### src/rtl/uart_rx_fifo_pkg.sv
// Shared UART definitions: parity encodings, receiver FSM states and the
// symbol/sample timing derivation used by both receive and transmit paths.
package uart_rx_fifo_pkg;

   localparam int unsigned PARITY_NONE = 0;
   localparam int unsigned PARITY_ODD  = 1;
   localparam int unsigned PARITY_EVEN = 2;

   typedef enum logic [2:0] {
      StIdle,
      StStart,
      StData,
      StPar,
      StStop,
      StWaitHigh
   } rx_state_e;

   // Clock cycles per serial symbol after oscillator trim.
   function automatic int unsigned symbol_time(input int unsigned clock_freq,
                                               input int unsigned baud_rate,
                                               input int unsigned clk_offset);
      return clock_freq / baud_rate - clk_offset;
   endfunction

   // Counter value at the nominal centre of a symbol.
   function automatic int unsigned sample_time(input int unsigned sym_time);
      return sym_time / 2;
   endfunction

endpackage

### src/rtl/uart_rx_fifo_if.sv
// Receive byte stream between the UART receiver and its consumer.
//   data_out_ready : consumer accepts head entry
//   data_out_valid : head entry present
//   data_out       : head data, LSB = first bit on the line
//   parity_error   : head entry parity mismatch
//   frame_error    : head entry had a low stop bit
interface uart_rx_fifo_if #(
   parameter int unsigned DATA_BITS = 8
);
   logic                 data_out_ready;
   logic                 data_out_valid;
   logic [DATA_BITS-1:0] data_out;
   logic                 parity_error;
   logic                 frame_error;

   modport master (
      input  data_out_ready,
      output data_out_valid,
      output data_out,
      output parity_error,
      output frame_error
   );

   modport slave (
      output data_out_ready,
      input  data_out_valid,
      input  data_out,
      input  parity_error,
      input  frame_error
   );
endinterface

### src/rtl/uart_rx_fifo_sync_fifo.sv
// Synchronous FIFO with a registered head entry.
//   clk, rst : clock, synchronous active-high reset
//   push     : write wr_data (ignored when full unless popping too)
//   pop      : drop head entry (ignored when empty)
//   rd_data  : registered head entry
//   full, empty, count : occupancy
module uart_rx_fifo_sync_fifo #(
   parameter int unsigned WIDTH = 8,
   parameter int unsigned DEPTH = 4
) (
   input  logic                       clk,
   input  logic                       rst,
   input  logic                       push,
   input  logic [WIDTH-1:0]           wr_data,
   input  logic                       pop,
   output logic [WIDTH-1:0]           rd_data,
   output logic                       full,
   output logic                       empty,
   output logic [$clog2(DEPTH+1)-1:0] count
);
   localparam int unsigned AW = (DEPTH > 1) ? $clog2(DEPTH) : 1;
   localparam int unsigned CW = $clog2(DEPTH + 1);

   logic [WIDTH-1:0] mem_q [DEPTH];
   logic [AW-1:0]    wr_ptr_q, rd_ptr_q, rd_ptr_d;
   logic [CW-1:0]    count_q;
   logic [WIDTH-1:0] head_q, head_d;
   logic             do_push, do_pop;

   assign full    = (count_q == CW'(DEPTH));
   assign empty   = (count_q == '0);
   assign do_pop  = pop & ~empty;
   assign do_push = push & (~full | do_pop);

   // The next head is the entry being written when it lands on the new read slot.
   always_comb begin
      rd_ptr_d = do_pop ? rd_ptr_q + AW'(1) : rd_ptr_q;
      if (do_push && (rd_ptr_d == wr_ptr_q)) begin
         head_d = wr_data;
      end else begin
         head_d = mem_q[rd_ptr_d];
      end
   end

   always_ff @(posedge clk) begin
      if (do_push) begin
         mem_q[wr_ptr_q] <= wr_data;
      end
   end

   always_ff @(posedge clk) begin
      if (rst) begin
         wr_ptr_q <= '0;
         rd_ptr_q <= '0;
         count_q  <= '0;
         head_q   <= '0;
      end else begin
         rd_ptr_q <= rd_ptr_d;
         head_q   <= head_d;
         if (do_push) begin
            wr_ptr_q <= wr_ptr_q + AW'(1);
         end
         case ({do_push, do_pop})
            2'b10:   count_q <= count_q + CW'(1);
            2'b01:   count_q <= count_q - CW'(1);
            default: count_q <= count_q;
         endcase
      end
   end

   assign rd_data = head_q;
   assign count   = count_q;

endmodule

### src/rtl/uart_rx_fifo.sv
// UART receiver with majority-vote sampling, parity/framing checks and a
// receive FIFO.
//   clk, rst      : clock, synchronous active-high reset
//   serial_in     : asynchronous RX pin, idle high
//   rx_if         : ready/valid stream of received characters plus flags
//   overrun_clear : clears the sticky overrun flag
//   overrun       : a character was dropped on a full FIFO
//   fifo_count    : entries held
//   rx_busy       : receiver is inside a frame
module uart_rx_fifo
   import uart_rx_fifo_pkg::*;
#(
   parameter int unsigned CLOCK_FREQ = 125_000_000,
   parameter int unsigned BAUD_RATE  = 115_200,
   parameter int unsigned CLK_OFFSET = 0,
   parameter int unsigned DATA_BITS  = 8,
   parameter int unsigned PARITY     = 0,
   parameter int unsigned STOP_BITS  = 1,
   parameter int unsigned FIFO_DEPTH = 4
) (
   input  logic                            clk,
   input  logic                            rst,
   input  logic                            serial_in,
   uart_rx_fifo_if.master                  rx_if,
   input  logic                            overrun_clear,
   output logic                            overrun,
   output logic [$clog2(FIFO_DEPTH+1)-1:0] fifo_count,
   output logic                            rx_busy
);
   localparam int unsigned SYMBOL_TIME = symbol_time(CLOCK_FREQ, BAUD_RATE, CLK_OFFSET);
   localparam int unsigned SAMPLE_TIME = sample_time(SYMBOL_TIME);
   localparam int unsigned CNT_W       = $clog2(SYMBOL_TIME);
   localparam int unsigned BIT_W       = $clog2(DATA_BITS);
   localparam int unsigned ENTRY_W     = DATA_BITS + 2;

   localparam logic [CNT_W-1:0] SYM_LAST = CNT_W'(SYMBOL_TIME - 1);
   localparam logic [CNT_W-1:0] SAMP_0   = CNT_W'(SAMPLE_TIME - 1);
   localparam logic [CNT_W-1:0] SAMP_1   = CNT_W'(SAMPLE_TIME);
   localparam logic [CNT_W-1:0] SAMP_2   = CNT_W'(SAMPLE_TIME + 1);
   localparam logic [CNT_W-1:0] VOTE_AT  = CNT_W'(SAMPLE_TIME + 2);
   localparam logic [BIT_W-1:0] LAST_BIT = BIT_W'(DATA_BITS - 1);
   localparam logic             LAST_STOP  = 1'(STOP_BITS - 1);
   localparam bit               PAR_EN     = (PARITY != PARITY_NONE);
   localparam logic             PAR_TARGET = (PARITY == PARITY_ODD);

   logic [1:0]           sync_q;
   logic                 rxd;
   rx_state_e            state_q;
   logic [CNT_W-1:0]     cnt_q;
   logic [2:0]           samp_q;
   logic [BIT_W-1:0]     bit_idx_q;
   logic                 stop_idx_q;
   logic [DATA_BITS-1:0] shift_q;
   logic                 par_err_q, frm_err_q, push_q;
   logic                 vote, maj, frm_err_d;

   logic                 fifo_full, fifo_empty, pop, drop;
   logic [ENTRY_W-1:0]   head;
   logic                 overrun_q;

   always_ff @(posedge clk) begin
      if (rst) begin
         sync_q <= 2'b11;
      end else begin
         sync_q <= {sync_q[0], serial_in};
      end
   end
   assign rxd = sync_q[1];

   assign vote      = (cnt_q == VOTE_AT);
   assign maj       = (samp_q[0] & samp_q[1]) | (samp_q[0] & samp_q[2]) | (samp_q[1] & samp_q[2]);
   assign frm_err_d = frm_err_q | ~maj;

   always_ff @(posedge clk) begin
      if (rst) begin
         state_q    <= StIdle;
         cnt_q      <= '0;
         samp_q     <= 3'b111;
         bit_idx_q  <= '0;
         stop_idx_q <= 1'b0;
         shift_q    <= '0;
         par_err_q  <= 1'b0;
         frm_err_q  <= 1'b0;
         push_q     <= 1'b0;
      end else begin
         push_q <= 1'b0;
         // Held at zero while idle so the first START cycle sees count 0.
         if (state_q == StIdle || state_q == StWaitHigh || cnt_q == SYM_LAST) begin
            cnt_q <= '0;
         end else begin
            cnt_q <= cnt_q + CNT_W'(1);
         end
         if (cnt_q == SAMP_0) samp_q[0] <= rxd;
         if (cnt_q == SAMP_1) samp_q[1] <= rxd;
         if (cnt_q == SAMP_2) samp_q[2] <= rxd;

         case (state_q)
            StIdle: begin
               if (!rxd) begin
                  state_q   <= StStart;
                  par_err_q <= 1'b0;
                  frm_err_q <= 1'b0;
               end
            end
            StStart: begin
               if (vote) begin
                  if (maj) begin
                     state_q <= StIdle;
                  end else begin
                     state_q   <= StData;
                     bit_idx_q <= '0;
                  end
               end
            end
            StData: begin
               if (vote) begin
                  shift_q <= {maj, shift_q[DATA_BITS-1:1]};
                  if (bit_idx_q == LAST_BIT) begin
                     state_q    <= PAR_EN ? StPar : StStop;
                     stop_idx_q <= 1'b0;
                  end else begin
                     bit_idx_q <= bit_idx_q + BIT_W'(1);
                  end
               end
            end
            StPar: begin
               if (vote) begin
                  par_err_q <= ((^shift_q) ^ maj) != PAR_TARGET;
                  state_q   <= StStop;
               end
            end
            StStop: begin
               if (vote) begin
                  frm_err_q <= frm_err_d;
                  // Finish at mid-stop so a back-to-back start bit is caught on time.
                  if (stop_idx_q == LAST_STOP) begin
                     push_q  <= 1'b1;
                     state_q <= frm_err_d ? StWaitHigh : StIdle;
                  end else begin
                     stop_idx_q <= 1'b1;
                  end
               end
            end
            StWaitHigh: begin
               if (rxd) state_q <= StIdle;
            end
            default: state_q <= StIdle;
         endcase
      end
   end

   assign pop  = rx_if.data_out_ready;
   assign drop = push_q & fifo_full & ~pop;

   uart_rx_fifo_sync_fifo #(
      .WIDTH (ENTRY_W),
      .DEPTH (FIFO_DEPTH)
   ) u_fifo (
      .clk     (clk),
      .rst     (rst),
      .push    (push_q),
      .wr_data ({par_err_q, frm_err_q, shift_q}),
      .pop     (pop),
      .rd_data (head),
      .full    (fifo_full),
      .empty   (fifo_empty),
      .count   (fifo_count)
   );

   // A drop in the same cycle as a clear keeps the flag set.
   always_ff @(posedge clk) begin
      if (rst) begin
         overrun_q <= 1'b0;
      end else if (drop) begin
         overrun_q <= 1'b1;
      end else if (overrun_clear) begin
         overrun_q <= 1'b0;
      end
   end

   assign overrun              = overrun_q;
   assign rx_busy              = (state_q != StIdle);
   assign rx_if.data_out_valid = ~fifo_empty;
   assign rx_if.data_out       = head[DATA_BITS-1:0];
   assign rx_if.frame_error    = head[DATA_BITS];
   assign rx_if.parity_error   = head[DATA_BITS+1];

endmodule

### src/flat_wrapper.sv
// flat-port wrapper written by rule: the top's interface ports become plain ports
module uart_rx_fifo_flat import uart_rx_fifo_pkg::*;
#(
   parameter int unsigned CLOCK_FREQ = 125_000_000,
   parameter int unsigned BAUD_RATE  = 115_200,
   parameter int unsigned CLK_OFFSET = 0,
   parameter int unsigned DATA_BITS  = 8,
   parameter int unsigned PARITY     = 0,
   parameter int unsigned STOP_BITS  = 1,
   parameter int unsigned FIFO_DEPTH = 4
)
  (clk, rst, serial_in, overrun_clear, overrun, fifo_count, rx_busy, rx_if_data_out_ready, rx_if_data_out_valid, rx_if_data_out, rx_if_parity_error, rx_if_frame_error);
  uart_rx_fifo_if #(.DATA_BITS(DATA_BITS)) rx_if_i ();
  input  logic clk;
  input  logic rst;
  input  logic serial_in;
  input  logic overrun_clear;
  output logic overrun;
  output logic [$clog2(FIFO_DEPTH+1)-1:0] fifo_count;
  output logic rx_busy;
  input wire logic [$bits(rx_if_i.data_out_ready)-1:0] rx_if_data_out_ready;
  output wire logic [$bits(rx_if_i.data_out_valid)-1:0] rx_if_data_out_valid;
  output wire logic [$bits(rx_if_i.data_out)-1:0] rx_if_data_out;
  output wire logic [$bits(rx_if_i.parity_error)-1:0] rx_if_parity_error;
  output wire logic [$bits(rx_if_i.frame_error)-1:0] rx_if_frame_error;
  assign rx_if_i.data_out_ready = rx_if_data_out_ready;
  assign rx_if_data_out_valid = rx_if_i.data_out_valid;
  assign rx_if_data_out = rx_if_i.data_out;
  assign rx_if_parity_error = rx_if_i.parity_error;
  assign rx_if_frame_error = rx_if_i.frame_error;
  uart_rx_fifo #(.CLOCK_FREQ(CLOCK_FREQ), .BAUD_RATE(BAUD_RATE), .CLK_OFFSET(CLK_OFFSET), .DATA_BITS(DATA_BITS), .PARITY(PARITY), .STOP_BITS(STOP_BITS), .FIFO_DEPTH(FIFO_DEPTH)) u_core (.clk(clk), .rst(rst), .serial_in(serial_in), .rx_if(rx_if_i), .overrun_clear(overrun_clear), .overrun(overrun), .fifo_count(fifo_count), .rx_busy(rx_busy));
endmodule
### config.mk
export PLATFORM = sky130hd
export DESIGN_NAME = uart_rx_fifo_flat
export DESIGN_NICKNAME = d
export VERILOG_FILES = /design/src/rtl/uart_rx_fifo_pkg.sv /design/src/rtl/uart_rx_fifo_if.sv /design/src/rtl/uart_rx_fifo_sync_fifo.sv /design/src/rtl/uart_rx_fifo.sv /design/src/flat_wrapper.sv
export SDC_FILE = /design/constraint.sdc
export NUM_CORES = 1
export LEC_CHECK = 0
export BUFFER_PORTS_ARGS = -buffer_cell sky130_fd_sc_hd__buf_2
export CAP_MARGIN = 5
export CORE_UTILIZATION = 40
export DETAILED_ROUTE_END_ITERATION = 8
export GPL_TIMING_DRIVEN = 0
export PLACE_DENSITY = 0.65
export SETUP_SLACK_MARGIN = 0.2
export SYNTH_ARGS = -nofsm -noshare
export SYNTH_HDL_FRONTEND = slang
export SYNTH_HIERARCHICAL = 1
export SYNTH_SLANG_ARGS = --single-unit
### constraint.sdc
create_clock -name clk -period 2.7 [get_ports clk]
set_input_delay 0.135 -clock clk [delete_from_list [all_inputs] [get_ports clk]]
set_output_delay 0.135 -clock clk [all_outputs]
set_load 0.01 [all_outputs]
# Yosys cells after proc, flatten, opt, wreduce, memory -nomap -nowiden
# Memories as Yosys holds them, arrays and structs flattened. A register that Yosys moved wholly into a read port is not among the register bits.
# Cells that the tools add are included.
# classes
n_mux	33
bitwise_logic	18
reduce_logical	20
add_sub_neg	6
n_eq_ne	24
# ops
op	count
$eq A11 B10 Y1 const B	4
$mux W3	13
$pmux W3 S6	1
$eq A3 B3 Y1 const B	4
$mux W1	12
$ne A2 B1 Y1 const B	6
$pmux W3 S2	2
$reduce_bool A2 Y1	6
$add A11 B1 Y11 const B	1
$eq A11 B11 Y1 const B	1
$ne A2 B2 Y1 const B	4
$reduce_and A8 Y1	1
$reduce_xor A8 Y1	1
$and A1 B1 Y1	7
$add A3 B1 Y3 const B	2
$eq A3 B2 Y1 const B	2
$logic_not A3 Y1	2
$not A1 Y1	6
$pmux W1 S2	3
$reduce_and A3 Y1	2
$reduce_and A5 Y1	1
$add A2 B1 Y2 const B	2
$mux W2	2
$or A1 B1 Y1	4
other kinds (11)	12
# word_totals
memories	1
register_bits	42
elab_cells	118
ramBits	40
in_bits	5
# memory_table
name	depth	word_bits	read_ports	rd_clocked_by_memory_dff	wr	line_no	source
u_core.u_fifo.mem_q	4	10	1	1	1	uart_rx_fifo_sync_fifo.sv:24	logic [WIDTH-1:0] mem_q [DEPTH];

# Logic depth before layout (Yosys ltp)
# Gate-level depths: netlist (run 1).
# logic_depth
ltp_word	9
mapped_depth	10
mapped_depth_nobuf	8

# Hierarchy
# Netlist (run 1), hierarchy kept.
# by_module_without_submodules
module	area_each_um2	cells_per_inst	seq_area_each_um2	instances
uart_rx_fifo_sync_fifo	2999.1	259	1541.5	1
uart_rx_fifo	1652.8	187	680.7	1

# Worst setup path after synthesis (run 1)
# Ideal clock, no wire load.
# synth_timing
path_kind	flip-flop to flip-flop
start	reg u_core.u_fifo.count_q[2], in the netlist u_core/u_fifo/count[2]
end	reg u_core.u_fifo.count_q[2], in the netlist u_core/u_fifo/count[2]
period_less_slack_ps	2330
setup_slack_ps	370
path_stages_with_launch	10
t_arrival_ps	2203
path_buffers	1
setup_time_ps	127
path_cell_list	dfxtp_1 -> o31a_4 -> clkbuf_1 -> nand2_1 -> fa_1 -> or3b_2 -> nand3_1 -> o31ai_1 -> a21oi_1 -> nor2_1
# synth_between
elab_chain_cells	7
word_cells_on_any_way	13
cone_classes	2 x add/sub; 3 x eq/ne; 1 x mux; 5 x bitwise; 2 x reduce/logical
# synth_rtl
element	line_no	source
start: declaration	uart_rx_fifo_sync_fifo.sv:26	logic [CW-1:0] count_q;
start signal: assignment	uart_rx_fifo_sync_fifo.sv:64	2'b10: count_q <= count_q + CW'(1);
start signal: assignment	uart_rx_fifo_sync_fifo.sv:65	2'b01: count_q <= count_q - CW'(1);
start signal: assignment	uart_rx_fifo_sync_fifo.sv:66	default: count_q <= count_q;
$logic_not A3 Y1	uart_rx_fifo_sync_fifo.sv:31	assign empty = (count_q == '0);
$not A1 Y1	uart_rx_fifo_sync_fifo.sv:32	assign do_pop = pop & ~empty;
$and A1 B1 Y1	uart_rx_fifo_sync_fifo.sv:32	
$or A1 B1 Y1	uart_rx_fifo_sync_fifo.sv:33	assign do_push = push & (~full | do_pop);
$and A1 B1 Y1	uart_rx_fifo_sync_fifo.sv:33	
$eq A2 B1 Y1 or $eq A2 B2 Y1 (tied branches)	uart_rx_fifo_sync_fifo.sv:63	case ({do_push, do_pop})
$pmux W3 S2 or $reduce_bool A2 Y1 (tied branches)	n/a	
# Parallel ways exist; a longest one is shown, timed or not.
# A chain may end at the register's enable or synchronous reset.

# Worst setup path after layout (run 1)
# layout_timing
start	reg u_core.u_fifo.rd_ptr_q[1]
end	reg u_core.u_fifo.head_q[5], in the netlist u_core/u_fifo/rd_data[5] (read register of u_core.u_fifo.mem_q)
# layout_between
elab_chain_cells	2
# layout_rtl
element	line_no	source
start: declaration	uart_rx_fifo_sync_fifo.sv:25	logic [AW-1:0] wr_ptr_q, rd_ptr_q, rd_ptr_d;
start signal: assignment	uart_rx_fifo_sync_fifo.sv:58	rd_ptr_q <= rd_ptr_d;
$add A2 B1 Y2	uart_rx_fifo_sync_fifo.sv:37	rd_ptr_d = do_pop ? rd_ptr_q + AW'(1) : rd_ptr_q;
$mux W2 (*)	uart_rx_fifo_sync_fifo.sv:37	
end: declaration	uart_rx_fifo_sync_fifo.sv:27	logic [WIDTH-1:0] head_q, head_d;
# Every way passes the cells marked *; elsewhere a longest branch is shown, timed or not.

==> summary.md, run 1 <==
The tools report the endpoint of the worst register-to-register path as u_core/u_fifo/rd_data[5]. The filler cell count in the final layout is 1,047, and the register area is 2220 um2. In this run the cell area of the synthesized design comes to 4650 um2. Leakage power figure: 1.94 nW. In this run the mean area of a mapped cell was 10.4 um2. The tools report the maximum clock insertion buffer count as 2. The first global-routing pass estimated 16.8 mm of wire. The total power draw was 2.80 mW.

The run gives 39 as the placement row count. The time the worst path needs with I/O delays and setup is 2.28 ns, and the count of buffering cells on the critical path with inverters included is 4. The cell count after synthesis came out at 446. The run gives 0.819 as the placer congestion estimate. The final count of pins violating max slew is 0, and the net count reported at finish is 492. The cell sitting at the root of the clock tree is a sky130_fd_sc_hd__clkbuf_16. The tools report the total track usage as 18.6%. The critical path is of the reg -> reg type. Along the worst hold path, the cell count comes to 3. In this run the critical register-to-register path is launched from u_core/u_fifo/rd_ptr_q[1]. Relative to the synthesized area, the layout overhead comes to 12.7%. The run finished with clean final reports. The number of antenna diodes in the final layout is 0. Summed over all layers, the global routing overflow is 0. Sequential elements use 47.8% of the synthesized area. Setup slack on the critical path of the routed design comes to 0.419 ns. For this run, design rule violations remaining after detail routing come to 0. Gates resized during post-CTS repair numbered 0. The critical path data required time is 2.92 ns, and the DRC marker count from the first detailed-route iteration is 221. In this run the number of H-tree levels came out at 3. For the max-capacitance violation count, the log shows 0. The initial utilization of the core area, before any placement, comes to 40.9%.

Using the TritonRoute via totals, the vias-per-cell ratio works out to 5.65. The tools report the worst ir drop on vdd as 0.000363 V. Clock sink count: 91. The run gives 7.17 mm as the HPWL reported at the end of detailed placement. For this run, the slowest stage of the critical path takes 0.38 ns. Number of global-route vias before repair: 3,373.

The cell occurring most often along the worst timing path is sky130_fd_sc_hd__buf_2. For the setup skew after layout, the log shows 0.00611 ns. Prior to clock tree synthesis, the placed netlist has a worst setup slack of -0.0198 ns. The routed design has 10.6 mm of wire. The die area came out at 12,100 um2. The via count of the routed design is 3,526, and the measured slew at the worst slew-check pin is 0.640 ns. In the layout the commonest cells are 51 x sky130_fd_sc_hd__dfxtp_1, 40 x sky130_fd_sc_hd__edfxtp_1, 32 x sky130_fd_sc_hd__nand2_1. The hold violation total from the final report is 0, and the maximum fanout encountered on the critical timing path is 10. The tools report the maximum clock frequency as 438 MHz. Setup repair after global routing left no endpoint under its margin. Data arrival time of the worst path: 2.50 ns. The path class of the tightest hold or removal check is in -> reg. The number of setup buffers added after CTS is 0. In this design, the largest share of critical-path delay is due to buffers and inverters. The multi-input combinational cells in the finished layout cover a total of 2230 um2.

The worst setup path is captured at a register. The count of buffers from port buffering came out at 19. The setup slack on the worst flop-to-flop path was 0.42 ns. Die span in y: 110 um. The path with the worst hold slack has its endpoint at u_core/overrun. The tightest hold path in the finished design has a slack of 0.0559 ns. The proportion of register bits with asynchronous set or reset after synthesis is 0%. The first TritonRoute pass finished after 5 iterations. The post-route clock period utilization came out at 84.5%.

The run gives 16 as the largest net degree at the start of global routing. The netlist uses 55 different library cells. The count of state elements after synthesis is 91, and the headroom to the max-slew limit is 57.3%.

TritonCTS built the clock tree. Leaving out fill and tap cells, the most frequent cell in the layout is sky130_fd_sc_hd__dfxtp_1. Synthesis produced a netlist with a net count of 462. The later pin in the worst-skew pair is clocked with a latency of 0.34 ns. The residual antenna-violating net count after detailed routing is 0. The core region is 11,400 um2.

The routed length per placed instance is 17.0 um, and the clock slew seen by the registers of the worst setup and hold paths is 0.06 ns. Launch point of the worst hold path: overrun_clear. STA classifies the critical path startpoint as a register. Of the cells placed in the final design, the portion with a size suffix greater than 1 is 16.2%. The number of cells on the worst reg-to-reg path is 8. The synthesized design contains 40 enable-type register cells.

In this run the power density over the cells is 534 nW/um2. The I/O pin total is 21, and the number of buffers added by the clock tree synthesis step is 9. The horizontal extent of the die is 110 um, and the initial antenna violation count is 0. On the critical path, the stage with the largest delay is an instance of sky130_fd_sc_hd__buf_2. For this run, the leading register cell type out of synthesis is sky130_fd_sc_hd__dfxtp_1.

Setup violations remaining at the end of the flow were counted as 0. Count of warnings emitted by yosys: 6. Traced cell by cell, the critical path runs through buf_2, buf_2, buf_2, buf_2, nand4b_1, o31ai_1, nor3_1, mux2_4.
## worst max path at each step
stage,from,endpoint,cells past startpoint
3_3_place_gp,u_core/u_fifo/count[2],u_core/u_fifo/count[2],9
4_1_cts,u_core/u_fifo/count[2],u_core/u_fifo/count[2],8
5_1_grt,u_core/u_fifo/count[2],u_core/u_fifo/count[2],8
6_report,u_core/u_fifo/rd_ptr_q[1],u_core/u_fifo/rd_data[5],8
3_5_place_dp,u_core/u_fifo/count[2],u_core/u_fifo/count[2],9
2_1_floorplan,u_core/u_fifo/count[2],u_core/u_fifo/count[2],9
## per-layer routing
metal  wire length, um  up-vias  track usage [%]  part of all wire (%)
li1                  -     1671                -                     -
met1              4560     1730             21.6                    43
met2              5320      106             33.7                    50
met3               522       19             4.15                   4.9
met4               176        0             6.10                   1.7
met5                 0        -                0                     0
## Yosys cell counts, types with 11 or more instances
cell type / n / area share, %
sky130_fd_sc_hd__dfxtp_1: 51 / 22
sky130_fd_sc_hd__edfxtp_1: 40 / 26
sky130_fd_sc_hd__nand2_1: 32 / 2.6
sky130_fd_sc_hd__a21oi_1: 28 / 3.0
sky130_fd_sc_hd__nor2_1: 27 / 2.2
sky130_fd_sc_hd__o21ai_0: 21 / 2.3
sky130_fd_sc_hd__clkbuf_1: 18 / 1.5
sky130_fd_sc_hd__nor3_1: 18 / 1.9
sky130_fd_sc_hd__nand3b_1: 15 / 2.4
sky130_fd_sc_hd__mux2i_1: 11 / 2.4
sky130_fd_sc_hd__nand4b_1: 11 / 2.1
sky130_fd_sc_hd__nor2b_1: 11 / 1.5
sky130_fd_sc_hd__o31ai_1: 11 / 1.8
sky130_fd_sc_hd__xor2_1: 11 / 2.1
## cell families (layout without fill, tap and decap cells)
| family | count (synthesis) | count (layout) | share of synthesized area [%] |
|---|---|---|---|
| compound gates | 89 | 89 | 12.7 |
| xor+xnor | 22 | 22 | 4.55 |
| fa+ha+maj | 12 | 12 | 3.34 |
| buf+inv | 43 | 78 | 4.22 |
| flops | 91 | 91 | 47.8 |
| mux | 29 | 29 | 7.45 |
| simple gates | 160 | 160 | 19.9 |
## per-stage QoR
stage | utilization, % | area, um2 | cells | TNS, ns
3_5_place_dp | 43.3 | 4930 | 608 | -0.0198
6_report | 46.1 | 5240 | 624 | 0
3_3_place_gp | 43.3 | 4930 | 608 | 0
4_1_cts | 46.1 | 5240 | 624 | 0
5_1_grt | 46.1 | 5240 | 624 | 0
2_1_floorplan | - | 4650 | 446 | 0
## power by group
group / switching (mW) / total (mW) / internal, mW / leakage (nW)
sequential: 0.00355 / 1.44 / 1.43 / 0.798
clock: 0.501 / 1.30 / 0.803 / 0.148
combinational: 0.0359 / 0.0598 / 0.0240 / 0.992
## sequential cells by signal, summed over array words and instances, names as in the netlist
name / flops
u_core/u_fifo/rd_data: 10
u_core/cnt_q: 11
u_core/state_q: 3
u_core/push_q: 1
u_core/u_fifo/count: 3
u_core/sync_q: 2
u_core/bit_idx_q: 3
u_core/overrun: 1
u_core/u_fifo/wr_ptr_q: 2
u_core/u_fifo/mem_q: 40
u_core/shift_q: 8
u_core/frm_err_q: 1
u_core/samp_q: 3
u_core/par_err_q: 1
u_core/u_fifo/rd_ptr_q: 2
## area by class of cell
class	count	area share (%)
inverter	10	0.716
clock buffer	10	4.37
tap	143	3.41
buffer	32	2.96
sequential	91	42.4
timing repair buffer	20	2.01
clock inverter	6	1.53
multi-input combinational	312	42.6
## repair_timing
item	4_1_cts	5_1_grt
hold buffers	1	0
endpoints found under the setup margin	2	0
endpoints found under the hold margin	1	0
## worst register-to-register path: cells and delay by family, from the launching register on
kind	cells	cell delay, ns
flip-flops	1	0.30
AO/OA/AOI/OAI	1	0.12
buffers and inverters	4	1.22
multiplexers	1	0.29
AND/OR/NAND/NOR	2	0.23
(Power assumes the default switching activity.)
==> inputs of run 2 (changes only) <==
- clock period: 2.7 -> 2.38 ns (I/O delays scaled with it)
==> run 2 against run 1 <==
  * Sequential cell count stayed put
  * Cell area is 1.8% higher
  * Die area stayed put
  * Sequential power is 13% higher
  * Hold slack worse by 0.0063 ns
  * Clock skew hardly changed
  * Utilization is 0.81 points higher
==> summary.md, run 2 (synthesized netlist as in run 1, its figures left out) <==
The clock tree synthesis step divided the H-tree into 3 levels. Kind of end point of the critical path: a register. In this run the power density over the cells is 588 nW/um2. For the worst setup path, the data arrival time is 2.37 ns. The maximum clock insertion buffer count came out at 2. The maximum fanout encountered on the critical timing path is 10, and the largest net degree at the start of global routing is 16.

The area growth from synthesis to layout was 14.7%. The final route contains 3,519 vias. The floorplan has 39 rows.

The min-delay analysis places its worst path in the category in -> reg. Hold violation total from the final report: 0. The logs give 466 MHz for the maximum clock frequency and 59.4% for the headroom to the max-slew limit. The largest stage delay on the critical path is 0.35 ns, and the power share of the combinational group is 2.2%. The flow ran to the end, and the final reports show no timing, DRC or antenna violations. The critical path is of the reg -> reg type. The clock sink count came out at 91.

The count of buffers from port buffering came out at 19. The library cell used most frequently in the layout, excluding fill and tap cells, is sky130_fd_sc_hd__dfxtp_1. The final count of pins violating max slew came out at 0.

21 I/O pins were placed. The worst path setup slack after routing was 0.235 ns. At the pin with the least slew margin, the transition time is 0.608 ns. The HPWL reported at the end of detailed placement was 7.04 mm. Buffers inserted during clock tree synthesis total 9. The clock root buffer is sky130_fd_sc_hd__clkbuf_16. For the starting density of the core, the log shows 40.9%.

The residual antenna-violating net count after detailed routing is 0, and the total track usage is 18.5%. The worst path needs 2.14 ns of the cycle, external delays included. u_core/u_fifo/mem_q holds more flip-flops than any other register. Setup violations remaining at the end of the flow were counted as 0.

In the layout the commonest cells are 46 x sky130_fd_sc_hd__dfxtp_1, 40 x sky130_fd_sc_hd__edfxtp_1, 31 x sky130_fd_sc_hd__nand2_1. Summed over all nets, the switching power comes to 0.637 mW. The slowest cell on the critical path is sky130_fd_sc_hd__o31ai_1. The max-capacitance violation count was 0; the iteration count of the initial detailed-routing pass was 7.

The initial antenna violation count was 0. Wires add up to 10.7 mm. The die is 110 um tall. Prior to clock tree synthesis, the placed netlist has a worst setup slack of 0.0434 ns. The floorplan step set the die width to 110 um. Net switching is 20.3% of the power. For the final routed database, the setup TNS stands at 0 ns. Setup repair after global routing could not meet its margin everywhere.

The clock network burns 45.9% of the power. TritonCTS built the clock tree. Data on the critical path is required at its endpoint by 2.61 ns.

The register with the most flip-flops in the layout has 40 of them. The signal on the critical path passes through buf_6, o31ai_1, buf_2, buf_2, nand4b_1, o31ai_1, nor3_1, mux2_4. The sequential group share of total power came out at 51.9%.

STA classifies the critical path startpoint as a register. Across the routed clock network, the largest skew measured is 0.00570 ns. The number of global-route vias before repair was 3,481; the placer congestion estimate was 0.823. The insertion delay of the later-clocked pin in the worst-skew pair is 0.34 ns. For the core footprint, the log shows 11,400 um2. IR analysis of the VDD net gives a maximum drop of 0.000516 V.

The tools report the global-route wire length before repair as 16.7 mm. The routed length per placed instance was 17.0 um. The final routed DRC violation total was 0. The run gives 0 as the number of diodes.

After filler insertion, the fill cell instance count of the layout stands at 1,040. The tightest hold margin is 0.0496 ns. For the cell internal power dissipation, the log shows 2.50 mW. The post-route netlist has 20.8% of its cells at a drive strength greater than 1. The mean number of vias per cell was 5.59; the DRC marker count from the first detailed-route iteration was 251. The clock slew seen by the registers of the worst setup and hold paths was 0.06 ns; the total overflow reported by the global router was 0. After layout, the worst path uses 90.1% of the clock period.

The die covers 12,100 um2. For the utilization of the core after routing, the log shows 46.9%. Total power for the finished layout comes to 3.14 mW.

At the end of the flow, the number of nets in the layout was 497. The analysis attributes to cell leakage a power of 1.99 nW.
## run 2: what timing repair did
item,CTS,global route
gates resized for setup,4,20
hold buffers,1,0
cloned,0,0
setup buffers,1,3
endpoints found under the hold margin,1,0
pin swaps,1,6
endpoints found under the setup margin,12,16
## run 2: per-stage QoR
stage	instance area (um2)	std cells
finish	5330	629
global route	5330	629
CTS	5270	626
detailed placement	4930	608
global placement	4930	608
floorplan	4660	446
## run 2: layer usage
metal,track usage (%),part of all wire [%],wire [um]
met1,21.5,41,4400
met2,31.6,50,5320
met3,4.86,6.1,651
met4,9.05,2.7,291
met5,0,0,0
## run 2: path summary, 6_finish.rpt
| path | from | to | slack [ns] | cells after the start |
|---|---|---|---|---|
| setup / recovery | u_core/u_fifo/count[0] | u_core/u_fifo/rd_data[2] | 0.24 | 8 |
| hold / removal | overrun_clear | u_core/overrun | 0.05 | 3 |
| setup reg to reg | u_core/u_fifo/count[0] | u_core/u_fifo/rd_data[2] | 0.24 | 8 |
| hold reg to reg | u_core/sync_q[0] | u_core/sync_q[1] | 0.42 | 1 |
## run 2: power groups by stage
stage / Sequential [mW] / Combinational [mW] / Clock (mW)
2_1_floorplan: 1.67 / 0.0426 / 0
3_3_place_gp: 1.66 / 0.0664 / 0
3_5_place_dp: 1.66 / 0.0667 / 0
4_1_cts: 1.63 / 0.0691 / 1.48
5_1_grt: 1.63 / 0.0774 / 1.54
6_report: 1.63 / 0.0690 / 1.44
## run 2: layout make-up
type	count	area, um2	area share (%)
Timing Repair Buffer	24	135	2.53
Buffer	33	191	3.59
Multi-Input combinational cell	312	2260	42.3
Clock buffer	11	243	4.55
Clock inverter	5	58.8	1.10
Inverter	10	37.5	0.704
Sequential cell	91	2230	41.8
Tap cell	143	179	3.35
## run 2: worst max-delay path, delay by kind of cell (launching register included)
| family | cells | cell delay, ns |
|---|---|---|
| mux | 1 | 0.28 |
| simple gates | 2 | 0.22 |
| flops | 1 | 0.32 |
| buf+inv | 3 | 0.76 |
| compound gates | 2 | 0.45 |
==> inputs of run 3 (changes only) <==
--- a/config.mk
+++ b/config.mk
@@ -11,5 +11,4 @@
 export DETAILED_ROUTE_END_ITERATION = 8
 export GPL_TIMING_DRIVEN = 0
-export PLACE_DENSITY = 0.65
 export SETUP_SLACK_MARGIN = 0.2
 export SYNTH_ARGS = -nofsm -noshare
==> constraint.sdc (replaced) <==
create_clock -name clk -period 2.7 [get_ports clk]
set_input_delay 0.54 -clock clk [delete_from_list [all_inputs] [get_ports clk]]
set_output_delay 0.54 -clock clk [all_outputs]
set_load 0.01 [all_outputs]
==> run 3 against run 2 <==
  * Cell area shrank 1.4%
  * Sequential share of layout area grew 0.46 points
  * First-iteration DRC count shrank 30%
  * Non-clock buffer count shrank 5
  * Power shrank 8.6%
  * Global-route usage grew 1.3 points
  * Hold slack gained 0.33 ns
  * Critical endpoint is now u_core/u_fifo/count[2]
  * Clock-buffer cell count shrank 1
==> summary.md, run 3 (synthesized netlist as in run 1, its figures left out) <==
The filler cell count in the final layout is 1,069, and the total power draw is 2.87 mW. Among all stages on the critical path, the largest delay is contributed by sky130_fd_sc_hd__or3b_2. The post-route clock period utilization came out at 89.1%. The run gives 3,419 as the number of global-route vias before repair. For this run, the top clock speed supported by timing is 416 MHz. The cell occurring most often along the worst timing path is sky130_fd_sc_hd__buf_2.

In this run the cell area measured after placement is 4930 um2. The I/O pin total came out at 21. The tools report the global-route wire length before repair as 17.6 mm. The die covers 12,100 um2. Number of post-CTS setup repair buffers: 0. In this run the worst path has a maximum fanout of 10. The worst path setup slack after routing was 0.295 ns; the final non-filler cell area was 5260 um2. The run gives 0 as the max-capacitance violation count. The tightest hold margin came out at 0.380 ns. The final count of pins violating max slew is 0, and the total overflow reported by the global router is 0. The clock net in this run drives a total of 91 sinks. For this block, the initial DRC count from the detailed router was 176. Net count reported at finish: 492. For the worst-skew pair, the clock arrives at the later sink with an insertion delay of 0.34 ns. Row generation in the floorplan step produced 39 rows. The level count of the clock H-tree is 3, and the total wirelength of the detailed-routed design is 10.8 mm. Clock-pin slew was measured on the worst setup and hold paths at 0.06 ns. After detailed routing, the average wire length per cell comes to 17.4 um.

The logs give 0.820 for the placer congestion estimate and 624 for the final cell count without fillers. Flip-flop count of the largest register after layout: 40. The hold violation total from the final report was 0.

Kind of critical path: in -> reg. The run gives 0 as the residual antenna-violating net count after detailed routing. The tools report the worst setup path startpoint as rx_if_data_out_ready.

The signal on the critical path passes through buf_2, buf_2, o31a_4, clkbuf_4, nand2_1, fa_1, or3b_2, nand3_1, o31ai_1, a21oi_1, nor2_1. TritonCTS built the clock tree. For the initial antenna violation count, the log shows 0.

The mean number of vias per cell was 5.52; the power density normalized to cell area was 545 nW/um2. The run gives 16 as the largest net degree at the start of global routing. At the worst endpoint, the required time is 2.91 ns. Number of setup violations in the final report: 0. Setup slack on the worst reg-to-reg path comes out at 0.33 ns.

Data on the critical path arrives at its endpoint at 2.62 ns. Number of diodes: 0. Number of buffers added by the clock tree synthesis step: 9.

The total area inside the core boundary comes to 11,400 um2. Largest stage delay on the critical path: 0.47 ns. The flow ran to the end, and the final reports show no timing, DRC or antenna violations.

In the routed design, unresolved DRC markers number 0. Worst reg2reg path startpoint: u_core/u_fifo/count[0]. Summed over all failing endpoints, the final setup total negative slack is 0 ns. Fraction of final layout cells sized beyond drive strength 1: 17.0%. In the layout the commonest cells are 50 x sky130_fd_sc_hd__dfxtp_1, 40 x sky130_fd_sc_hd__edfxtp_1, 32 x sky130_fd_sc_hd__nand2_1. Sort of element at the start of the critical path: an input port. The time the worst path needs with I/O delays and setup came out at 2.41 ns. Kind of end point of the critical path: a register.

Counting instances, the worst hold path has a depth of 2. The total track usage came out at 19.8%. Counting tap cells, the placed design contains a total of 608 instances. The run gives 7.13 mm as the HPWL reported at the end of detailed placement. Across the VDD grid, the largest voltage drop is 0.000404 V.

The die is 110 um wide. The area growth from synthesis to layout is 13.0%. The tools report the clock root buffer as sky130_fd_sc_hd__clkbuf_16.

Measured on the finished design, the core utilization comes to 46.2%. Setup repair after global routing left no endpoint under its margin. The first detailed-routing pass ran for 4 iterations.

Among cell families on the critical path, the largest total delay comes from simple AND/OR/NAND/NOR gates. The number of stages on the worst setup path was 11; the starting density of the core was 40.9%. Measured along the y axis, the die boundary spans 110 um. The setup skew after layout is 0.00645 ns, and the headroom to the max-slew limit is 59.1%. At the pin with the least slew margin, the transition time is 0.610 ns. The min-delay analysis places its worst path in the category in -> reg.

The worst reg-to-reg path cell count is 10, and the via count of the routed design is 3,443. The launch point of the worst hold path was serial_in. Prior to clock tree synthesis, the placed netlist has a worst setup slack of -0.122 ns.

The longest clock path from root to sink contains 2 buffers. The most common library cell in the layout ignoring fill and taps is sky130_fd_sc_hd__dfxtp_1. The register with the most flip-flops is u_core/u_fifo/mem_q.

The leakage power figure is 1.95 nW. The count of buffers from port buffering came out at 19. Counting both buffers and inverters, the worst setup path holds a total of 3.
==> run 3: timing repair <==
action                     CTS  global route
hold buffers                 0             0
gates resized for setup      1             1
setup endpoints to repair    1             1
==> run 3: final cells by class <==
cell class                      count  area, um2  share of cell area (%)
Multi-Input combinational cell    312       2230                    42.5
Sequential cell                    91       2220                    42.3
Clock buffer                       10        239                    4.55
Tap cell                          143        179                    3.40
Buffer                             33        163                    3.09
Timing Repair Buffer               19       95.1                    1.81
Clock inverter                      6       87.6                    1.67
Inverter                           10       37.5                   0.714
==> run 3: power by group <==
part | total, mW | internal, mW | leakage [nW] | switching, mW
Combinational | 0.0591 | 0.0230 | 0.993 | 0.0361
Clock | 1.37 | 0.837 | 0.161 | 0.537
Sequential | 1.44 | 1.43 | 0.799 | 0.00355
Total | 2.87 | 2.29 | 1.95 | 0.576
==> run 3: layer usage <==
metal | global-route usage (%) | part of all wire (%)
met2 | 33.6 | 50
met5 | 0 | 0
met3 | 5.75 | 5.1
met1 | 23.9 | 44
met4 | 6.95 | 1.1
==> run 3: final timing paths <==
path	end
hold / removal	u_core/sync_q[0]
setup reg to reg	u_core/u_fifo/count[2]
setup / recovery	u_core/u_fifo/count[2]
hold reg to reg	u_core/sync_q[1]
